[src/rtl/noteplayer_pkg.sv]
// noteplayer_pkg: shared waveform/state enums, rest note and phase-increment table function
package noteplayer_pkg;
  typedef enum logic [1:0] {WAVE_SAW, WAVE_SQUARE, WAVE_TRI, WAVE_SILENT} wave_t;
  typedef enum logic {ST_IDLE, ST_PLAY} state_t;
  localparam int REST_NOTE = 0;
  // Only ever called with constant arguments, so the real maths folds away at elaboration.
  function automatic longint note_inc(int note, int phase_w, int fs);
    real f;
    f = 440.0 * 2.0 ** ((note - 49) / 12.0);
    return (note == REST_NOTE) ? 64'sd0 : longint'(f * 2.0 ** phase_w / fs);
  endfunction
endpackage

[src/rtl/np_voice.sv]
// np_voice: one phase accumulator plus waveform generator; value is registered, 0 when not advancing
module np_voice
  import noteplayer_pkg::*;
#(
  parameter int PHASE_W  = 20,
  parameter int SAMPLE_W = 16
) (
  input  logic                       clk,
  input  logic                       reset,
  input  logic                       advance,
  input  logic                       clear,
  input  logic [PHASE_W-1:0]         inc,
  input  wave_t                      waveform,
  output logic signed [SAMPLE_W-1:0] value
);
  localparam logic [SAMPLE_W-1:0] H = {1'b1, {(SAMPLE_W-1){1'b0}}};
  logic [PHASE_W-1:0] phase, nxt;
  logic [SAMPLE_W-1:0] p, t, w;
  always_comb begin
    nxt = phase + inc;
    p = nxt[PHASE_W-1 -: SAMPLE_W];
    t = p[SAMPLE_W-1] ? ~(p << 1) : (p << 1);
    w = waveform == WAVE_SAW    ? p - H :
        waveform == WAVE_SQUARE ? (p[SAMPLE_W-1] ? H + SAMPLE_W'(1) : H - SAMPLE_W'(1)) :
        waveform == WAVE_TRI    ? t - H : '0;
  end
  always_ff @(posedge clk or posedge reset)
    if (reset) begin
      phase <= '0;
      value <= '0;
    end else begin
      phase <= clear ? '0 : advance ? nxt : phase;
      value <= advance ? $signed(w) : '0;
    end
endmodule

[src/rtl/poly_noteplayer.sv]
// poly_noteplayer: polyphonic beat-timed note player, VOICES voices mixed to one signed sample, 2-cycle sample latency
module poly_noteplayer
  import noteplayer_pkg::*;
#(
  parameter int VOICES   = 4,
  parameter int NOTE_W   = 6,
  parameter int DUR_W    = 6,
  parameter int SAMPLE_W = 16,
  parameter int PHASE_W  = 20,
  parameter int FS       = 48000
) (
  input  logic                         clk,
  input  logic                         reset,
  input  logic                         play_enable,
  input  logic                         load_new_note,
  input  logic [VOICES*NOTE_W-1:0]     notes,
  input  logic [$clog2(VOICES)-1:0]    num_notes,
  input  logic [1:0]                   waveform,
  input  logic [DUR_W-1:0]             duration,
  input  logic                         beat,
  input  logic                         generate_next_sample,
  output logic                         load_ready,
  output logic                         playing,
  output logic                         note_done,
  output logic signed [SAMPLE_W-1:0]   sample_out,
  output logic                         new_sample_ready
);
  localparam int LV = $clog2(VOICES);
  localparam int MW = SAMPLE_W + LV;
  state_t state, next_state;
  logic [VOICES*NOTE_W-1:0] notes_q;
  logic [LV-1:0] nn_q;
  wave_t wave_q;
  logic [DUR_W-1:0] dur_q, cnt;
  logic req_q, load_ok, last, run;
  logic [PHASE_W-1:0] inc_tab [1<<NOTE_W];
  logic signed [SAMPLE_W-1:0] vals [VOICES];
  logic signed [MW-1:0] sum;
  for (genvar n = 0; n < (1 << NOTE_W); n++) begin : g_inc
    localparam longint IV = note_inc(n, PHASE_W, FS);
    assign inc_tab[n] = PHASE_W'(IV);
  end
  for (genvar i = 0; i < VOICES; i++) begin : g_v
    logic [NOTE_W-1:0] nt;
    assign nt = notes_q[i*NOTE_W +: NOTE_W];
    np_voice #(.PHASE_W(PHASE_W), .SAMPLE_W(SAMPLE_W)) u_voice (
      .clk      (clk),
      .reset    (reset),
      .advance  (run && generate_next_sample && nt != NOTE_W'(REST_NOTE) && LV'(i) <= nn_q),
      .clear    (load_ok),
      .inc      (inc_tab[nt]),
      .waveform (wave_q),
      .value    (vals[i])
    );
  end
  assign load_ready = state == ST_IDLE;
  assign playing = state == ST_PLAY;
  always_comb begin
    run = state == ST_PLAY && play_enable;
    load_ok = state == ST_IDLE && load_new_note && duration != '0;
    last = run && beat && cnt == dur_q - DUR_W'(1);
    next_state = load_ok ? ST_PLAY : last ? ST_IDLE : state;
    sum = '0;
    for (int k = 0; k < VOICES; k++) sum = sum + MW'(vals[k]);
  end
  always_ff @(posedge clk or posedge reset)
    if (reset) begin
      state <= ST_IDLE;
      notes_q <= '0;
      nn_q <= '0;
      wave_q <= WAVE_SAW;
      dur_q <= '0;
      cnt <= '0;
      req_q <= 1'b0;
      note_done <= 1'b0;
      new_sample_ready <= 1'b0;
      sample_out <= '0;
    end else begin
      state <= next_state;
      if (load_ok) begin
        notes_q <= notes;
        nn_q <= num_notes;
        wave_q <= wave_t'(waveform);
        dur_q <= duration;
        cnt <= '0;
      end else if (run && beat) cnt <= cnt + DUR_W'(1);
      note_done <= last;
      req_q <= generate_next_sample;
      new_sample_ready <= req_q;
      sample_out <= SAMPLE_W'(sum >>> LV);
    end
endmodule

[config.mk]
export PLATFORM = sky130hd
export DESIGN_NAME = poly_noteplayer
export DESIGN_NICKNAME = d
export VERILOG_FILES = /design/src/rtl/noteplayer_pkg.sv /design/src/rtl/np_voice.sv /design/src/rtl/poly_noteplayer.sv
export SDC_FILE = /design/constraint.sdc
export NUM_CORES = 1
export LEC_CHECK = 0
export BUFFER_PORTS_ARGS = -buffer_cell sky130_fd_sc_hd__clkbuf_2
export CELL_PAD_IN_SITES_DETAIL_PLACEMENT = 1
export CELL_PAD_IN_SITES_GLOBAL_PLACEMENT = 2
export CORE_MARGIN = 1.5
export CORE_UTILIZATION = 42
export CTS_CLUSTER_SIZE = 30
export DETAILED_ROUTE_END_ITERATION = 8
export GPL_ROUTABILITY_DRIVEN = 0
export GPL_TIMING_DRIVEN = 0
export PLACE_DENSITY = 0.93
export RECOVER_POWER = 50
export SYNTH_ARGS = -nofsm -noshare
export SYNTH_HDL_FRONTEND = slang
export SYNTH_SLANG_ARGS = --single-unit
[constraint.sdc]
create_clock -name clk -period 14.9 [get_ports clk]
set_input_delay 2.98 -clock clk [delete_from_list [all_inputs] [get_ports clk]]
set_output_delay 2.98 -clock clk [all_outputs]
set_load 0.01 [all_outputs]
Word level (Yosys, flattened, before mapping)
Memories as Yosys holds them, arrays and structs flattened.
Index checks and enable logic that the tools add are counted.
{"block": "op_classes", "n_addsub": 17, "n_lt_le_gt_ge": 8, "n_eq_ne": 3, "muxes": 44, "bitwise": 9, "n_reduce_logical": 26}
{"operator": "16-bit 2-to-1 mux", "n": 24}
{"operator": "20-bit 2-to-1 mux", "n": 16}
{"operator": "16-bit subtractor (second input constant)", "n": 8}
{"operator": "20-bit adder", "n": 4}
{"operator": "16-bit inverter", "n": 4}
{"operator": "6-bit nonzero test", "n": 5}
{"operator": "7-bit >= comparator (second input constant)", "n": 4}
{"operator": "6-bit inverter with 7-bit output", "n": 4}
{"operator": "17-bit by 16-bit adder with 18-bit output", "n": 1}
{"operator": "18-bit by 16-bit adder with 18-bit output", "n": 1}
{"operator": "16-bit by 16-bit adder with 17-bit output", "n": 1}
{"operator": "1-bit logical AND", "n": 14}
{"operator": "6-bit 2-to-1 mux", "n": 2}
{"operator": "2-bit nonzero test", "n": 6}
{"operator": "6-bit by 1-bit adder with 6-bit output (second input constant)", "n": 1}
{"operator": "6-bit equality test", "n": 1}
{"operator": "6-bit by 1-bit subtractor with 6-bit output (second input constant)", "n": 1}
{"operator": "1-bit by 2-bit less-or-equal comparator with 1-bit output (first input constant)", "n": 2}
{"operator": "2-bit less-or-equal comparator (first input constant)", "n": 2}
{"operator": "2-bit by 1-bit equality test with 1-bit output (second input constant)", "n": 1}
{"operator": "2-bit equality test (second input constant)", "n": 1}
{"operator": "2-bit logical NOT", "n": 1}
{"operator": "1-bit 2-to-1 mux", "n": 2}
{"operator": "1-bit inverter", "n": 1}
{"block": "word_totals", "regBits": 204, "mem_bits_ro": 5120, "inputBits": 40, "mem_count": 4}
{"memory": "(no name shown)", "depth": 64, "width": 20, "read_ports": 1, "rd_ports_with_merged_regs": 0, "write_ports": 0, "line": "poly_noteplayer.sv:51", "source": ".inc (inc_tab[nt]),"}
{"memory": "(no name shown)", "depth": 64, "width": 20, "read_ports": 1, "rd_ports_with_merged_regs": 0, "write_ports": 0, "line": "poly_noteplayer.sv:51"}
{"memory": "(no name shown)", "depth": 64, "width": 20, "read_ports": 1, "rd_ports_with_merged_regs": 0, "write_ports": 0, "line": "poly_noteplayer.sv:51"}
{"memory": "(no name shown)", "depth": 64, "width": 20, "read_ports": 1, "rd_ports_with_merged_regs": 0, "write_ports": 0, "line": "poly_noteplayer.sv:51"}

Longest topological paths before layout
{"block": "logic_depth", "depth_word": 12, "depth_mapped": 23, "depth_no_buf": 21}

Modules after synthesis
A second synthesis with hierarchy kept.
{"block": "hier_totals", "cells_unflattened": 2403, "hier_area_um2": 20019.2}
{"module": "poly_noteplayer", "n_inst": 1, "cells_per_inst": 1285, "area_each_um2": 9511.6, "seq_area_each_um2": 1501.4}
{"module": "np_voice at g_v[1].u_voice ...", "n_inst": 3, "cells_per_inst": 277, "area_each_um2": 2591.2, "seq_area_each_um2": 900.9}
{"module": "np_voice at g_v[0].u_voice", "n_inst": 1, "cells_per_inst": 287, "area_each_um2": 2733.9, "seq_area_each_um2": 900.9}

Least setup slack after synthesis
No wires, ideal clock.
{"block": "synth_timing", "path_type": "in2reg", "start": "input port generate_next_sample", "end": "register g_v[3].u_voice.value[13]", "arrival_time_ns": 4.426, "setup_slack_ns": 10.387, "stages": 8, "n_path_buf": 1, "path_cell_list": "and3_1 and2_1 and3_1 clkbuf_1 nand2_1 or2_0 mux2_2 o211ai_1"}
{"block": "synth_via", "elab_chain_len": 4}
{"item": "from (decl)", "line": "poly_noteplayer.sv:21", "source": "input logic generate_next_sample,"}
{"item": "1-bit logical AND (3 in a row)", "line": "poly_noteplayer.sv:49", "source": ".advance (run && generate_next_sample && nt != NOTE_W'(REST_NOTE) && LV'(i) <= nn_q),"}
{"item": "16-bit 2-to-1 mux", "line": "np_voice.sv:33", "source": "value <= advance ? $signed(w) : '0;"}
{"item": "to (signal assigned)", "line": "np_voice.sv:33"}
{"item": "to (decl)", "line": "np_voice.sv:14", "source": "output logic signed [SAMPLE_W-1:0] value"}
No other way between the ends.
A chain may end at the register's enable or synchronous reset.

==> flow_metrics.py <==
metrics = {
    "status": {
        "status": "finished, violations left",
        "violations": "max-capacitance violations, max-slew violations",
    },
    "timing": {
        "max_freq_mhz": 159,
        "hold_viol": 0,
        "maxSlewHeadroom_pct": -247,
        "setup_viol": 0,
        "skew_ps": 10.5,
        "fin_tns_setup_ps": 0,
        "period_share_pct": 42.2,
        "post-route-min-period_ps": 6290,
        "rsz0062_at_grt": "no",
        "slew_viol_final": 108,
        "worst_slew_pin_slew_ps": 5170,
    },
    "global_routing": {
        "grt_pass1_vias": 19100,
        "antenna_found_initial": 1,
        "grt_pass1_wl_mm": 106,
        "grt_usage_pct": 29.6,
        "grt_max_degree": 108,
        "grt_overflow": 0,
    },
    "placement": {
        "io_buffers": 59,
        "placed_cells": 2957,
        "hpwl_mm": 49.8,
    },
    "finish": {
        "syn_to_final_growth_pct": 10.2,
        "final_common_cell": "nand2_1",
        "final_cell_mix": "nand2_1, o21ai_0, dfrtp_1",
        "fillers": 5405,
        "num_antenna_cells": 0,
        "instances_no_fill": 3004,
        "final_nets": 2593,
        "drive_above_1_share_pct": 6.49,
    },
    "worst_setup_path": {
        "arrival_ps": 6020,
        "start_kind": "input port",
        "crit_type": "input port to asynchronous set/reset pin",
        "worstPathCellList": "clkbuf_2, clkinvlp_2",
        "r2r_slack_ps": 8840,
        "cp-end-kind": "asynchronous set/reset pin",
        "path_delay_family": "buffers and inverters",
        "required_ps": 14630,
        "worst-path-buf-inv": 2,
        "crit_slowest_cell": "clkinvlp_2",
        "slowest_delay_ps": 2860,
        "critPathMaxFanout": 107,
    },
    "routing": {
        "dr_total_vias": 18500,
        "ant_nets": 0,
        "drt_wl_total_mm": 66.6,
        "drt_iter0_markers": 1563,
        "drtPass1Iterations": 6,
        "drcViolationCount": 0,
        "wire_per_inst_um": 22.2,
        "routed_via_density": 6.16,
    },
    "cts": {
        "hold_buffers": 0,
        "cts-root-buf": "clkbuf_16",
        "cts_tree": "done",
        "clkSlewWorstSetupHoldPaths_ps": 60,
        "cts_buffers": 26,
        "htreeDepth": 1,
        "clk_path_buf_depth": 3,
        "clk_latency_ps": 550,
        "cts-resized-gates": 0,
        "cts.sinks": 204,
        "post_cts_buffers": 0,
    },
    "floorplanning": {
        "core_mm2": 0.0432,
        "rows": 76,
        "die-width_um": 212,
        "ios": 60,
        "dieArea_mm2": 0.0451,
        "initial_core_util_pct": 42.6,
        "die_h_um": 212,
    },
    "synthesis": {
        "synth_area_per_cell_um2": 7.97,
        "ys_seq_area_share_pct": 27.7,
        "synth_seq_cells": 204,
        "synth.cell_area_mm2": 0.0184,
        "synth.distinct_cells": 83,
        "synthFlopType": "dfrtp_1",
        "yosysWarnings": 0,
        "synthArstFlopShare_pct": 100,
        "synthCells": 2311,
        "syn_nets": 2504,
        "synth_enable_flop_cells": 0,
    },
    "flow_run": {
        "max_cap_violations": 1,
    },
    "worst_hold_path": {
        "hp-class": "flop to flop",
    },
}
## registers in the layout, indices dropped and copies added, names as in the netlist
| name | count |
|---|---|
| req_q | 1 |
| g_v.u_voice.value | 64 |
| note_done | 1 |
| playing | 1 |
| g_v.u_voice.phase | 80 |
| notes_q | 24 |
| new_sample_ready | 1 |
| cnt | 6 |
| sample_out | 16 |
| wave_q | 2 |
| dur_q | 6 |
| nn_q | 2 |
## kinds of logic (layout without fill, tap and decap cells)
logic type,after synthesis,after routing,synth area share (%)
buffers and inverters,261,369,5.61
multiplexers,36,36,2.30
flip-flops,204,204,27.7
adder cells (fa/ha/maj),153,153,11.9
AND/OR/NAND/NOR,719,719,17.3
AO/OA/AOI/OAI,797,797,28.3
XOR/XNOR,141,141,6.79
## cells in the mapped netlist (5+ instances only)
cell type	instances	area, um^2
nand2b_1	41	257
a22o_1	23	201
o31ai_1	14	105
a311oi_1	16	140
inv_1	82	308
o221ai_1	46	403
nand3_1	76	380
a21oi_1	185	926
or2_2	5	31.3
nand4_1	9	56.3
mux2i_1	21	210
a21o_1	36	270
buf_1	20	75.1
nor3_1	25	125
a211oi_1	34	255
a211o_1	8	70.1
clkinv_1	7	26.3
o22ai_1	9	56.3
and2_1	14	87.6
o21a_1	19	143
o311ai_0	10	87.6
clkbuf_1	138	518
nand2_1	297	1110
o211ai_1	45	338
or3_1	12	75.1
ha_1	116	1450
mux2_2	11	124
nor2b_1	27	169
o21bai_1	9	67.6
a221oi_1	11	96.3
buf_2	6	30.0
xor2_1	56	490
xnor2_1	83	727
o211a_1	5	50.1
o21ai_0	235	1180
nor2_1	186	698
fa_1	37	741
and3_1	9	56.3
a31oi_1	34	213
nand3b_1	5	37.5
dfrtp_1	204	5100
## through the flow
step                hold WS (ps)  utilization, %  setup slack [ps]  instance area [um^2]
floorplan                    331               -              6350                 18400
global route                 369            47.0              7810                 20300
detailed placement           336            45.1              8970                 19500
CTS                          348            47.0              8930                 20300
finish                       349            47.0              8610                 20300
global placement             333            45.0              3840                 19400
## worst reg2reg max path, stage by stage (launching register included)
cell	delay, ps
dfrtp_1	460
clkbuf_1	420
clkinv_1	540
ha_1	600
inv_1	250
nor2_1	120
a21oi_1	220
and2_1	190
nor3b_1	70
a211oi_1	450
ha_1	360
a21o_1	200
or3_1	330
o21ai_1	240
a21oi_1	100
o31ai_1	590
nor2_1	110
xor2_1	210
or3_1	330
a31oi_1	170
## metal layers
layer | global-route usage [%] | wire length [um] | vias up
met5 | 0 | 0 | -
met4 | 7.56 | 1690 | 0
met3 | 3.77 | 3930 | 145
met2 | 50.2 | 31500 | 714
met1 | 39.6 | 29500 | 9187
li1 | - | - | 8470
## worst paths after layout
path	start	endpoint	cells after the start
min	req_q	new_sample_ready	0
min in group asynchronous	reset	g_v[3].u_voice.phase[13]	2
max reg2reg	notes_q[7]	g_v[1].u_voice.value[15]	19
min reg2reg	req_q	new_sample_ready	0
max in group clk	notes_q[7]	g_v[1].u_voice.value[15]	19
max	reset	cnt[0]	2
## layout make-up
type                       count  area [um^2]  area share, %
buffer                       172          698           3.44
clock buffer                  35          716           3.53
clock inverter                12          103          0.506
inverter                      89          335           1.65
multi-input combinational   1846        12300           60.5
sequential                   204         5100           25.2
tap                          585          732           3.61
timing repair buffer          61          327           1.61
Power is not shown: default switching activity piles up to over one toggle a cycle in this logic, so the estimate is an artifact.
